**src/rtl/lfsr_meas_sequencer.sv**
```systemverilog
// Measurement-run sequencer for the modem PRBS test path: symbol enable, PRBS reset hold,
// warm-up/measure windows, accumulator strobes and rollover counting.
module lfsr_meas_sequencer #(
    parameter int unsigned SYM_DIV     = 4,
    parameter int unsigned WARMUP_SYMS = 32,
    parameter int unsigned MEAS_SYMS   = 2048,
    parameter int unsigned CNT_W       = 16
) (
    input  logic             clk,
    input  logic             reset,
    input  logic             start,
    input  logic             abort,
    input  logic             rollover_in,
    output logic             sym_clk_ena,
    output logic             lfsr_reset,
    output logic             acc_clr,
    output logic             acc_en,
    output logic             dump,
    output logic             busy,
    output logic             done,
    output logic [CNT_W-1:0] sym_count,
    output logic [7:0]       rollover_count
);

    localparam int unsigned DIV_W = (SYM_DIV > 1) ? $clog2(SYM_DIV) : 1;
    localparam logic [DIV_W-1:0] DIV_LAST  = DIV_W'(SYM_DIV - 1);
    localparam logic [CNT_W-1:0] WARM_LAST = CNT_W'(WARMUP_SYMS - 1);
    localparam logic [CNT_W-1:0] MEAS_LAST = CNT_W'(MEAS_SYMS - 1);
    localparam logic [CNT_W-1:0] MEAS_FULL = CNT_W'(MEAS_SYMS);

    localparam logic [2:0] S_IDLE    = 3'd0;
    localparam logic [2:0] S_SEED    = 3'd1;
    localparam logic [2:0] S_WARMUP  = 3'd2;
    localparam logic [2:0] S_MEASURE = 3'd3;
    localparam logic [2:0] S_DUMP    = 3'd4;
    localparam logic [2:0] S_DONE    = 3'd5;

    logic [2:0]       state_q, state_d;
    logic [DIV_W-1:0] div_q, div_d;
    logic [CNT_W-1:0] sym_q, sym_d;
    logic [7:0]       roll_q, roll_d;
    logic             sym_clk_ena_q, sym_clk_ena_d;
    logic             lfsr_reset_q, lfsr_reset_d;
    logic             acc_clr_q, acc_clr_d;
    logic             acc_en_q, acc_en_d;
    logic             dump_q, dump_d;
    logic             busy_q, busy_d;
    logic             done_q, done_d;

    // Free-running symbol divider; only reset clears it.
    always_comb begin
        div_d         = (div_q == DIV_LAST) ? '0 : div_q + DIV_W'(1);
        sym_clk_ena_d = (div_q == DIV_LAST);
    end

    // Next-state, counters and registered output decode.
    always_comb begin
        state_d = state_q;
        sym_d   = sym_q;
        roll_d  = roll_q;

        if (abort && (state_q != S_IDLE)) begin
            state_d = S_IDLE;
        end else begin
            case (state_q)
                S_IDLE, S_DONE: begin
                    if (start) begin
                        state_d = S_SEED;
                        sym_d   = '0;
                        roll_d  = '0;
                    end
                end
                S_SEED: state_d = S_WARMUP;
                S_WARMUP: begin
                    if (sym_clk_ena_q) begin
                        if (sym_q == WARM_LAST) begin
                            sym_d   = '0;
                            state_d = S_MEASURE;
                        end else begin
                            sym_d = sym_q + CNT_W'(1);
                        end
                    end
                end
                S_MEASURE: begin
                    if (rollover_in && (roll_q != 8'hFF)) begin
                        roll_d = roll_q + 8'd1;
                    end
                    if (sym_clk_ena_q) begin
                        if (sym_q == MEAS_LAST) begin
                            sym_d   = MEAS_FULL;
                            state_d = S_DUMP;
                        end else begin
                            sym_d = sym_q + CNT_W'(1);
                        end
                    end
                end
                S_DUMP: state_d = S_DONE;
                default: state_d = S_IDLE;
            endcase
        end

        lfsr_reset_d = (state_d == S_IDLE) || (state_d == S_SEED) || (state_d == S_DONE);
        busy_d       = (state_d == S_SEED) || (state_d == S_WARMUP) ||
                       (state_d == S_MEASURE) || (state_d == S_DUMP);
        done_d       = (state_d == S_DONE);
        acc_en_d     = (state_d == S_MEASURE);
        dump_d       = (state_d == S_DUMP);
        acc_clr_d    = (state_q == S_SEED) && (state_d == S_WARMUP);
    end

    always_ff @(posedge clk or posedge reset) begin
        if (reset) begin
            state_q       <= S_IDLE;
            div_q         <= '0;
            sym_q         <= '0;
            roll_q        <= '0;
            sym_clk_ena_q <= 1'b0;
            lfsr_reset_q  <= 1'b1;
            acc_clr_q     <= 1'b0;
            acc_en_q      <= 1'b0;
            dump_q        <= 1'b0;
            busy_q        <= 1'b0;
            done_q        <= 1'b0;
        end else begin
            state_q       <= state_d;
            div_q         <= div_d;
            sym_q         <= sym_d;
            roll_q        <= roll_d;
            sym_clk_ena_q <= sym_clk_ena_d;
            lfsr_reset_q  <= lfsr_reset_d;
            acc_clr_q     <= acc_clr_d;
            acc_en_q      <= acc_en_d;
            dump_q        <= dump_d;
            busy_q        <= busy_d;
            done_q        <= done_d;
        end
    end

    assign sym_clk_ena    = sym_clk_ena_q;
    assign lfsr_reset     = lfsr_reset_q;
    assign acc_clr        = acc_clr_q;
    assign acc_en         = acc_en_q;
    assign dump           = dump_q;
    assign busy           = busy_q;
    assign done           = done_q;
    assign sym_count      = sym_q;
    assign rollover_count = roll_q;

endmodule
```
**config.mk**
```make
export PLATFORM = sky130hd
export DESIGN_NAME = lfsr_meas_sequencer
export DESIGN_NICKNAME = d
export VERILOG_FILES = /design/src/rtl/lfsr_meas_sequencer.sv
export SDC_FILE = /design/constraint.sdc
export NUM_CORES = 1
export LEC_CHECK = 0
export BUFFER_PORTS_ARGS = -buffer_cell sky130_fd_sc_hd__buf_2
export CAP_MARGIN = 20
export CORE_AREA = 4 4 66 68
export CTS_CLUSTER_DIAMETER = 200
export DETAILED_ROUTE_END_ITERATION = 8
export DIE_AREA = 0 0 70 72
export GPL_ROUTABILITY_DRIVEN = 0
export HOLD_SLACK_MARGIN = 0.06
export PLACE_DENSITY = 0.72
export SLEW_MARGIN = 10
export SYNTH_ARGS = -nofsm -noshare
export SYNTH_HDL_FRONTEND = slang
export SYNTH_SLANG_ARGS = --single-unit
export TNS_END_PERCENT = 1
```
**constraint.sdc**
```tcl
create_clock -name clk -period 2.4 [get_ports clk]
set_clock_uncertainty 0.15 [all_clocks]
set_input_delay 0.12 -clock clk [delete_from_list [all_inputs] [get_ports clk]]
set_output_delay 0.12 -clock clk [all_outputs]
set_load 0.1 [all_outputs]
```
**Word level (Yosys, flattened, before mapping)**

Cells that the tools add are included.

- Bits in registers: 36
- Bits of input ports: 5

- Add/sub/neg operators: 3
- Eq/ne operators: 18
- Mux-type cells: 17
- Bitwise gates (word level): 1
- Reduce and logical (&&, ||, !) cells: 16

Operators with widths:

| kind | number |
|---|---|
| $mux W16 | 5 |
| $pmux W16 S3 | 1 |
| $mux W3 | 6 |
| $add A16 B1 Y16 const B | 1 |
| $eq A16 B11 Y1 const B | 1 |
| $eq A16 B5 Y1 const B | 1 |
| $mux W8 | 2 |
| $pmux W8 S2 | 1 |
| $pmux W3 S5 | 1 |
| $eq A3 B2 Y1 const B | 4 |
| $eq A3 B3 Y1 const B | 4 |
| $add A8 B1 Y8 const B | 1 |
| $ne A2 B2 Y1 const B | 4 |
| $ne A8 B8 Y1 const B | 1 |
| $eq A3 B1 Y1 const B | 2 |
| $logic_not A3 Y1 | 2 |
| $reduce_bool A3 Y1 | 2 |
| $logic_or A1 B1 Y1 | 5 |
| $reduce_and A5 Y1 | 1 |
| $reduce_and A4 Y1 | 1 |
| $logic_and A1 B1 Y1 | 3 |
| $add A2 B1 Y2 const B | 1 |
| $eq A2 B2 Y1 const B | 1 |
| $mux W2 | 1 |
| other kinds (3) | 3 |

**Logic depth before layout (Yosys ltp)**

- Depth after elaboration: 9
- Mapped depth: 7
- Mapped depth without buffers: 6

**Least setup slack after synthesis**

OpenSTA, ideal clock, no wires.

- Path type: register -> register
- Start: register sym_q[0] (netlist: sym_count[0])
- End: register sym_q[15] (netlist: sym_count[15])
- Arrival time: 2.353 ns
- Required time: 2.124 ns
- Slack: -0.229 ns
- Cell stages (with the launch flop): 8
- Path buffers: 1
- Cells stage by stage: dfrtp_1 -> ha_1 -> nand4_1 -> o31ai_1 -> nand3_1 -> buf_6 -> o211a_1 -> a221o_1

- Cells in the longest elaborated chain, start to end: 4
- Elaborated cells on any way between the ends: 8

RTL lines:

| what | RTL line | text |
|---|---|---|
| start, declared | 40 | `logic [CNT_W-1:0] sym_q, sym_d;` |
| start signal, assigned | 127 | `sym_q <= sym_d;` |
| $add A16 B1 Y16 (tied with other cells) | 80, 93 |  |
| $mux W16, on equally long branches | 89, 76 |  |
| $mux W16, on equally long branches | 88, 75 |  |
| $pmux W16 S3 (*) | 65 | `case (state_q)` |

Mark *: on every way between the ends. The rest lies on a longest branch, timed or not. The select of a mux whose other input is x is not followed.
A chain may end at the register's enable or synchronous reset.

**Worst setup path in the final report**

- Start: register sym_q[11] (netlist: sym_count[11])
- End: register sym_q[15] (netlist: sym_count[15])

The elaborated chain is that of the path after synthesis.

==> summary.md <==
| Metric | Value |
|---|---|
| Outcome | finished clean |
| Crit path max fanout | 11 |
| Core Util, Final | 63.4% |
| Starting Density | 52.0% |
| Tightest Pin Transition | 0.731 ns |
| Crit path DAT | 2.30 ns |
| Max cap viols | 0 |
| Crit path largest cell delay | 0.57 ns |
| Clock Sink Count | 36 |
| Via Count | 1901 |
| Final setup viols | 0 |
| Maximum clock frequency | 0.439 GHz |
| Final period util | 94.9% |
| First-pass DRT Iterations | 4 |
| Via-to-Cell Ratio | 6.03 |
| PortBufs | 35 |
| Cts bufs inserted | 5 |
| Seq/Total Area, Yosys | 45.0% |
| Relative slew slack | 50.7% |
| Rows | 23 |
| Grt ovf | 0 |
| RSZ-0062 raised after global routing | no |
| Syn_nets | 222 |
| Chip height | 72 µm |
| Die width | 70 µm |
| Main combinational cell family by area after synthesis | simple AND/OR/NAND/NOR gates |
| Worst reg2reg startpoint | sym_count[11]$_DFFE_PP0P_ |
| Setup crit end kind | flop |
| Clk root buf | clkbuf_8 |
| Max clock buf depth | 2 |
| Post-detailed-route count of antenna-violating nets | 0 |
| Post-Synth XOR/XNOR Area | 1.31% |
| Compound-Gate Fraction of Synth Area | 19.0% |
| Worst-Skew Late Latency | 0.28 ns |
| Maximum VDD drop | 690 µV |
| Most frequent cell after synthesis | dfrtp_1 |
| Yosys top cell area share | 43.7% |
| Min Tclk post-route | 2.28 ns |
| ANT cells | 0 |
| Adder-Cell Fraction of Synth Area | 1.87% |
| DR WL/cell | 15.1 µm |
| Hold Path Origin | start |
| Gate Count Post-Synth | 214 |
| Static leakage | 1.10 nW |
| Synth Flop Type | dfrtp_1 |
| Fraction of registers with async set/reset | 100% |
| Die ar. | 5040 µm² |
| Synth area leaders | dfrtp_1, a21oi_1, nor2_1 |
| Area Overhead vs Synth | 22.0% |
| Initial antenna violation count | 0 |
| Slew Viols, Final | 0 |
| Iteration-0 DRC Markers | 171 |
| Layout fillers | 347 |
| Postcts setup bufs | 0 |
| Synthesized area | 2010 µm² |
| Pwr/cell area | 706 nW/µm² |
| Area leader, netlist | dfrtp_1 |
| CTS clock-pin slew for the worst setup and hold paths | 0.07 ns |
| Syn_area_per_cell | 9.37 µm² |
| Ys Warns | 0 |
| Total Nets Final | 272 |
| Tightest Hold Check Type | input port to flop |
| Post-Route Setup TNS | 0 ns |
| Final hold vios | 0 |
| Simple-Gate Fraction of Synth Area | 28.3% |
| Pin count of the biggest net entering global routing | 37 |
| Slowest cell on crit path | or4_4 |
| Crit Path Class | flop to flop |
| Post-synthesis mux area share | 0.998% |
| Core Box Area | 3860 µm² |
| Post-synthesis register bit count | 36 |
| DP Wirelength | 3440 µm |
| Crit path from | sym_count[11]$_DFFE_PP0P_ |
| Layout cells sized above 1 | 32.8% |
| Unique masters post-synth | 55 |
| Vias in the first global route | 1783 |
| First-pass GRT wire length | 8290 µm |
| Most common library cells after synthesis | dfrtp_1, nor2_1, nand2_1 |
| Startpoint Class | flop |
| Crit path cell chain | or4_4 -> o31ai_2 -> nand3_1 -> buf_4 -> nor2b_1 -> a221o_1 |
| CP required | 2.42 ns |
| Wirelength, routed | 4760 µm |
| I/O pins | 36 |
| Design area | 2450 µm² |
| Post-DP Area | 2330 µm² |
| All-layer global routing usage | 20.4% |
| CTS tree | built |
| Number of synthesized flops with an enable pin | 0 |
| Residual DRC count | 0 |
| H-tree depth | 2 |
| Register-to-register setup slack | 0.12 ns |
-- through the flow --
stage / setup WS [ns] / hold WS (ns) / instances / power, mW
detailed placement: 0.110 / 0.108 / 305 / 1.29
CTS: 0.0957 / 0.0757 / 315 / 1.75
floorplan: 0.0257 / 0.135 / 214 / 1.18
finish: 0.122 / 0.0929 / 315 / 1.73
global route: 0.00638 / 0.124 / 315 / 1.82
global placement: 0.146 / 0.0935 / 305 / 1.28
-- cell type report --
type / count / area [µm²] / share of cell area (%)
flip-flops and latches: 36 / 921 / 37.6
multi-input cells: 163 / 1040 / 42.7
clock inverters: 2 / 10.0 / 0.409
well taps: 50 / 62.6 / 2.56
clock buffers: 6 / 82.6 / 3.38
repair buffers: 51 / 300 / 12.3
inverters: 7 / 26.3 / 1.07
-- state kept, by name, indices dropped and copies added, names as in the netlist --
name,cells
sym_count,16
rollover_count,8
state_q,3
div_q,2
acc_clr,1
acc_en,1
busy,1
done,1
dump,1
lfsr_reset,1
sym_clk_ena,1
-- worst max-delay path: cells and delay by family, from the launching register on --
family	cells	cell delay [ns]
simple gates	3	0.88
flops	1	0.43
buf+inv	1	0.19
compound gates	2	0.52
-- placed cells by master, fill, tap and decap left out, types with 3 or more instances in the layout --
master,count
a21o_1,3
a21oi_1,15
a22o_1,4
buf_2,35
buf_4,14
clkbuf_8,6
dfrtp_1,20
dfrtp_2,15
ha_1,3
inv_1,6
nand2_1,18
nand2b_1,4
nand3_1,11
nand3b_1,5
nand4_1,8
nor2_1,19
nor2b_1,3
nor3_1,3
o21ai_0,9
o311ai_0,3
o31ai_1,4
or3_1,4
or4_1,4
-- cell families (layout without fill, tap and decap cells) --
| group | after synthesis | after routing |
|---|---|---|
| compound gates | 56 | 56 |
| xor+xnor | 3 | 3 |
| fa+ha+maj | 3 | 3 |
| buf+inv | 15 | 66 |
| flops | 36 | 36 |
| mux | 2 | 2 |
| simple gates | 99 | 99 |
-- report_power, final --
part	total, mW	internal [mW]	switching [mW]
registers	0.709	0.655	0.0535
logic	0.573	0.135	0.438
clock network	0.446	0.229	0.217
-- timing repair --
item / 4_1_cts / 5_1_grt
hold endpoints to repair: 40 / 0
setup endpoints to repair: 0 / 1
resized for setup: 0 / 1
hold buffers: 2 / 0
-- final timing paths --
kind                                                       to  cells after the start
worst min register to register             div_q[0]$_DFF_PP0_                      1
worst max register to register      sym_count[15]$_DFFE_PP0P_                      6
worst min-delay path                     state_q[2]$_DFF_PP0_                      4
worst max-delay path                sym_count[15]$_DFFE_PP0P_                      6
max in group asynchronous                lfsr_reset$_DFF_PP1_                      4
min in group asynchronous       rollover_count[4]$_DFFE_PP0P_                      4
-- per-layer routing --
metal | up-vias | routed length [µm] | GRT usage (%)
met1 | 927 | 2130 | 27.7
met2 | 62 | 2300 | 32.6
li1 | 906 | - | -
met5 | - | 0 | 0
met3 | 6 | 282 | 4.43
met4 | 0 | 48 | 6.81
Power figures use the tool's default switching activity.
